===== src/rtl/heartbeat_pkg.sv =====
// rtl/heartbeat_pkg.sv - shared types and helpers for the heartbeat interval meter
package heartbeat_pkg;

    localparam int DATA_W_DEFAULT = 16;

    typedef enum logic [1:0] {
        IDLE    = 2'd0,
        MEASURE = 2'd1,
        TIMEOUT = 2'd2
    } hb_state_e;

    // Clock cycles per millisecond, never below one.
    function automatic int ms_divisor(input int clk_hz);
        return (clk_hz / 1000 < 1) ? 1 : clk_hz / 1000;
    endfunction

endpackage


===== src/rtl/heartbeat_interval_meter_ms_tick_gen.sv =====
// rtl/heartbeat_interval_meter_ms_tick_gen.sv - millisecond prescaler with synchronous clear
module ms_tick_gen #(
    parameter int DIV = 50000
) (
    input  logic clk_clk,
    input  logic reset_reset,
    input  logic clear,
    output logic ms_tick
);

    localparam int CW = (DIV > 1) ? $clog2(DIV) : 1;
    localparam logic [CW-1:0] TERM = CW'(DIV - 1);

    logic [CW-1:0] cnt_q;
    logic [CW-1:0] cnt_d;

    always_comb begin
        cnt_d = cnt_q + 1'b1;
        if (clear || cnt_q == TERM) begin
            cnt_d = '0;
        end
    end

    always_ff @(posedge clk_clk) begin
        if (reset_reset) begin
            cnt_q <= '0;
        end else begin
            cnt_q <= cnt_d;
        end
    end

    assign ms_tick = (cnt_q == TERM);

endmodule


===== src/rtl/heartbeat_interval_meter.sv =====
// rtl/heartbeat_interval_meter.sv - beat-to-beat interval meter with artefact rejection and timeout
module heartbeat_interval_meter
    import heartbeat_pkg::*;
#(
    parameter int CLK_FREQ_HZ = 50_000_000,
    parameter int MIN_IBI_MS  = 250,
    parameter int MAX_IBI_MS  = 2000,
    parameter int DATA_W      = DATA_W_DEFAULT
) (
    input  logic              clk_clk,
    input  logic              reset_reset,
    input  logic              pulse_in,
    output logic [DATA_W-1:0] heartbeat_data_export,
    output logic              beat_valid,
    output logic              timeout,
    output logic [7:0]        artefact_count
);

    localparam logic [DATA_W-1:0] MIN_L = DATA_W'(MIN_IBI_MS);
    localparam logic [DATA_W-1:0] MAX_L = DATA_W'(MAX_IBI_MS);

    hb_state_e         state_q;
    logic              sync1_q, sync2_q, edge_q;
    logic [DATA_W-1:0] ms_cnt_q, ms_cnt_d;
    logic [DATA_W-1:0] data_q;
    logic              beat_valid_q, timeout_q;
    logic [7:0]        art_q;

    logic              rise, ms_tick;
    logic [DATA_W-1:0] meas;
    logic              too_early, too_late, artefact_hit, restart;

    assign rise = sync2_q & ~edge_q;

    // The tick landing on the closing edge belongs to the interval that just ended.
    assign meas = (ms_tick && ms_cnt_q != '1) ? ms_cnt_q + 1'b1 : ms_cnt_q;

    assign too_early    = (meas < MIN_L);
    assign too_late     = (meas > MAX_L);
    assign artefact_hit = rise && (state_q == MEASURE) && too_early;
    assign restart      = rise && !artefact_hit;

    always_comb begin
        ms_cnt_d = meas;
        if (restart) begin
            ms_cnt_d = '0;
        end
    end

    ms_tick_gen #(
        .DIV(ms_divisor(CLK_FREQ_HZ))
    ) u_tick (
        .clk_clk    (clk_clk),
        .reset_reset(reset_reset),
        .clear      (restart),
        .ms_tick    (ms_tick)
    );

    always_ff @(posedge clk_clk) begin
        if (reset_reset) begin
            sync1_q  <= 1'b0;
            sync2_q  <= 1'b0;
            edge_q   <= 1'b0;
            ms_cnt_q <= '0;
        end else begin
            sync1_q  <= pulse_in;
            sync2_q  <= sync1_q;
            edge_q   <= sync2_q;
            ms_cnt_q <= ms_cnt_d;
        end
    end

    always_ff @(posedge clk_clk) begin
        if (reset_reset) begin
            state_q      <= IDLE;
            data_q       <= '0;
            beat_valid_q <= 1'b0;
            timeout_q    <= 1'b0;
            art_q        <= '0;
        end else begin
            beat_valid_q <= 1'b0;
            case (state_q)
                IDLE: begin
                    if (rise) begin
                        state_q <= MEASURE;
                    end
                end
                MEASURE: begin
                    // A late rise only restarts timing; it reports nothing.
                    if (rise) begin
                        if (too_early) begin
                            if (art_q != 8'hFF) begin
                                art_q <= art_q + 8'd1;
                            end
                        end else if (!too_late) begin
                            data_q       <= meas;
                            beat_valid_q <= 1'b1;
                        end
                    end else if (too_late) begin
                        state_q   <= TIMEOUT;
                        timeout_q <= 1'b1;
                    end
                end
                TIMEOUT: begin
                    if (rise) begin
                        state_q   <= MEASURE;
                        timeout_q <= 1'b0;
                    end
                end
                default: begin
                    state_q <= IDLE;
                end
            endcase
        end
    end

    assign heartbeat_data_export = data_q;
    assign beat_valid            = beat_valid_q;
    assign timeout               = timeout_q;
    assign artefact_count        = art_q;

endmodule


===== config.mk =====
export PLATFORM = sky130hd
export DESIGN_NAME = heartbeat_interval_meter
export DESIGN_NICKNAME = d
export VERILOG_FILES = /design/src/rtl/heartbeat_pkg.sv /design/src/rtl/heartbeat_interval_meter_ms_tick_gen.sv /design/src/rtl/heartbeat_interval_meter.sv
export SDC_FILE = /design/constraint.sdc
export NUM_CORES = 1
export LEC_CHECK = 0
export ABC_CLOCK_PERIOD_IN_PS = 5700
export BUFFER_PORTS_ARGS = -buffer_cell sky130_fd_sc_hd__buf_2
export CORE_MARGIN = 8
export CORE_UTILIZATION = 55
export DETAILED_ROUTE_END_ITERATION = 6
export PLACE_DENSITY = 0.75
export SLEW_MARGIN = 25
export SYNTH_ARGS = -nofsm -noshare
export SYNTH_HDL_FRONTEND = slang
export SYNTH_SLANG_ARGS = --single-unit

===== constraint.sdc =====
create_clock -name clk_clk -period 5.7 [get_ports clk_clk]
set_input_delay 0.57 -clock clk_clk [delete_from_list [all_inputs] [get_ports clk_clk]]
set_output_delay 0.57 -clock clk_clk [all_outputs]
set_load 0.02 [all_outputs]

==> results.sh <==
export IMPL_r2r_start="ms_cnt_q[0]"
export IMPL_required_ps=5940
export IMPL_cp_end_kind="flip-flop"
export IMPL_nFillCells=505
export IMPL_drt_iter0_markers=287
export IMPL_synth_compound_area_share_pct=11.86
export IMPL_synth_top_area_share_pct=39.45
export IMPL_synthToLayoutAreaGrowth_pct=9.706
export IMPL_final_setup_skew_ps=8.485
export IMPL_maxCapViolations=0
export IMPL_worst_pin_slew_ps=850.4
export IMPL_dieArea_um2=8508
export IMPL_synth_simple_area_share_pct=32.09
export IMPL_htreeDepth=3
export IMPL_seq_area_frac_synth_pct=39.45
export IMPL_ant_nets=0
export IMPL_synth_commonest_cells="dfxtp_1, nor2_1, nand2_1, nor3_1"
export IMPL_ys_flop_type="dfxtp_1"
export IMPL_synth_largest_area_cell="dfxtp_1"
export IMPL_syn_inst=372
export IMPL_row_count=27
export IMPL_critPathMaxFanout=16
export IMPL_grt_ovfl_total=0
export IMPL_synth_net_count=378
export IMPL_place_area_um2=3333
export IMPL_ir_drop_v=0.0002730
export IMPL_clockBufferDepth=2
export IMPL_reg2reg_slack_ps=2050
export IMPL_synth_edf_count=0
export IMPL_wl_um=7207
export IMPL_synth_adder_area_share_pct=1.174
export IMPL_cpPeakStageDelay_ps=740
export IMPL_clock_sinks=63
export IMPL_design_area_um2=3507
export IMPL_synthArstFlopShare_pct=0
export IMPL_die_h_um=92.24
export IMPL_dp_cells=453
export IMPL_hold_end="sync1_q"
export IMPL_hold_violations=0
export IMPL_synthMuxAreaShare_pct=1.957
export IMPL_core_area_um2=5574
export IMPL_stdcell_count=469
export IMPL_power_per_cell_area_nw_per_um2=227.0
export IMPL_hp_start="pulse_in"
export IMPL_ys_warn_count=0
export IMPL_io_pins=29
export IMPL_grt_usage_pct=17.43
export IMPL_final_setup_viol_count=0
export IMPL_synth_area_leaders="dfxtp_1, nor2_1, xnor2_1, xor2_1, nand4_1"
export IMPL_nets=398
export IMPL_gp_congestion=0.9399
export IMPL_tns_ps=0
export IMPL_die_x_um=92.24
export IMPL_grt_pass1_wl_um=12300
export IMPL_hpwl_um=5110
export IMPL_crit_type="flip-flop to flip-flop"
export IMPL_yosysUniqueCellTypes=59
export IMPL_portBuffers=28
export IMPL_crit_slowest_cell="a211oi_4"
export IMPL_clockRootBuffer="clkbuf_8"
export IMPL_synthXorXnorAreaFrac_pct=9.002
export IMPL_hold_class="input port to flip-flop"
export IMPL_hold_path_depth=2
export IMPL_grt_max_degree=33
export IMPL_cts_setup_buffers=0
export IMPL_drc=0
export IMPL_vias_per_cell=6.000
export IMPL_drive_gt1_share_pct=15.87
export IMPL_wl_per_cell_um=15.37
export IMPL_path_cells="ha_1, nand4_1, or4_4, a31o_1, a22o_1, o221a_2, a211oi_4, nor2_1, and2_1"
export IMPL_ys_ff_latch=63
export IMPL_drtPass1Iterations=5
export IMPL_rsz0062_at_grt="false"
export IMPL_cts_buffers=9
export IMPL_antennaDiodeCount=0
export IMPL_worstSkewPairLatency_ps=340
export IMPL_cts_resized=0
export IMPL_cts_tree="built"
export IMPL_cp_arrival_ps=3890
export IMPL_fin_crit_sh_pct=64.09
export IMPL_leakagePower_nw=1.243
export IMPL_timing_slew_headroom_pct=43.13
export IMPL_worstReg2RegEnd="heartbeat_data_export[14]"
export IMPL_setup_slack_ps=2047
export IMPL_vias=2814
export IMPL_initial_utilization_pct=57.35
export IMPL_synth_area_um2=3197
export IMPL_startpoint_type="flip-flop"
export IMPL_final_min_clock_period_ps=3653
export IMPL_rr_worst_depth=9
export IMPL_status="finished clean"
export IMPL_synth_most_common_cell="dfxtp_1"
export IMPL_clkTransAtPathRegs_ps=70
export IMPL_first_global_vias=2590
export IMPL_ctsHoldBuffers=0
export IMPL_place_ws_ps=2102
export IMPL_drv_slew=0
export IMPL_synth_top_family_by_area="simple AND/OR/NAND/NOR gates"
export IMPL_antenna_found_initial=0
export IMPL_fmax_mhz=273.7
export IMPL_synth_avg_cell_area_um2=8.594
[sequential cells by signal, summed over array words and instances (netlist names)]
| name | cells |
|---|---|
| artefact_count | 8 |
| beat_valid | 1 |
| edge_q | 1 |
| sync2_q | 1 |
| u_tick.cnt_q | 16 |
| heartbeat_data_export | 16 |
| sync1_q | 1 |
| timeout | 1 |
| state_q | 2 |
| ms_cnt_q | 16 |
[cells by family after synthesis]
| kind of cell | after synthesis |
|---|---|
| and+or+nand+nor | 186 |
| adders and majority gates | 3 |
| DFF | 63 |
| AOI/OAI and AO/OA | 52 |
| buffers and inverters | 30 |
| xor gates and xnor gates | 32 |
| muxes | 6 |
[layer usage]
layer  vias to the layer above  part of all wire, %  GRT usage, %
met5                         -                    0             0
met4                         0                  1.9         8.322
met3                        21                  7.3         4.401
met2                       106                   44         25.21
met1                      1312                   47         23.53
li1                       1375                    -             -
[worst max path at each step]
stage | start | slack (ps) | cells after the start | end
after floorplan | ms_cnt_q[1] | 2750 | 11 | artefact_count[3]
after global placement | ms_cnt_q[0] | 2230 | 9 | heartbeat_data_export[14]
after CTS | ms_cnt_q[1] | 2070 | 9 | heartbeat_data_export[14]
after detailed placement | ms_cnt_q[1] | 2100 | 9 | heartbeat_data_export[14]
after global routing | ms_cnt_q[0] | 1770 | 9 | heartbeat_data_export[14]
final | ms_cnt_q[0] | 2050 | 9 | heartbeat_data_export[14]
[final cells by class]
class                   instances  area (µm²)  share of cell area [%]
clock buffers                   9       123.9                   3.532
clock inverters                 7       50.05                   1.427
inverters                      10       37.54                   1.070
multi-input cells             279        1797                   51.23
flip-flops and latches         63        1261                   35.96
well taps                      72       90.09                   2.569
repair buffers                 29       147.6                   4.210
[report_power, final]
group / leakage, nW / internal, mW / switching [mW] / total, mW
clock network: 0.0812 / 0.157 / 0.177 / 0.334
registers: 0.508 / 0.443 / 0.00209 / 0.445
logic: 0.653 / 0.00501 / 0.0119 / 0.0169
[through the flow]
step | hold WS [ps] | total power [mW] | util (%)
after global routing | 431.0 | 0.8238 | 62.92
after detailed placement | 429.4 | 0.4723 | 59.80
after floorplan | 413.8 | 0.4680 | -
after global placement | 418.2 | 0.4716 | 59.80
final | 440.0 | 0.7960 | 62.92
after CTS | 424.5 | 0.8056 | 62.92
[placed cells by master, fill, tap and decap left out, drive strengths merged, types with 9 or more instances in the layout]
cell type	n
xnor2	18
o21ai	9
nor2	56
nand4	20
xor2	14
dfxtp	63
nand2	21
inv	10
and3	12
clkbuf	9
a211oi	11
nand3	13
buf	29
nor3	20
[worst max-delay path, delay by kind of cell (launching register included)]
kind	cells	cell delay (ps)
AND/OR/NAND/NOR	4	1270
AO/OA/AOI/OAI	4	1510
flip-flops	1	450
adder cells (fa/ha/maj)	1	300
(Power assumes the default switching activity.)
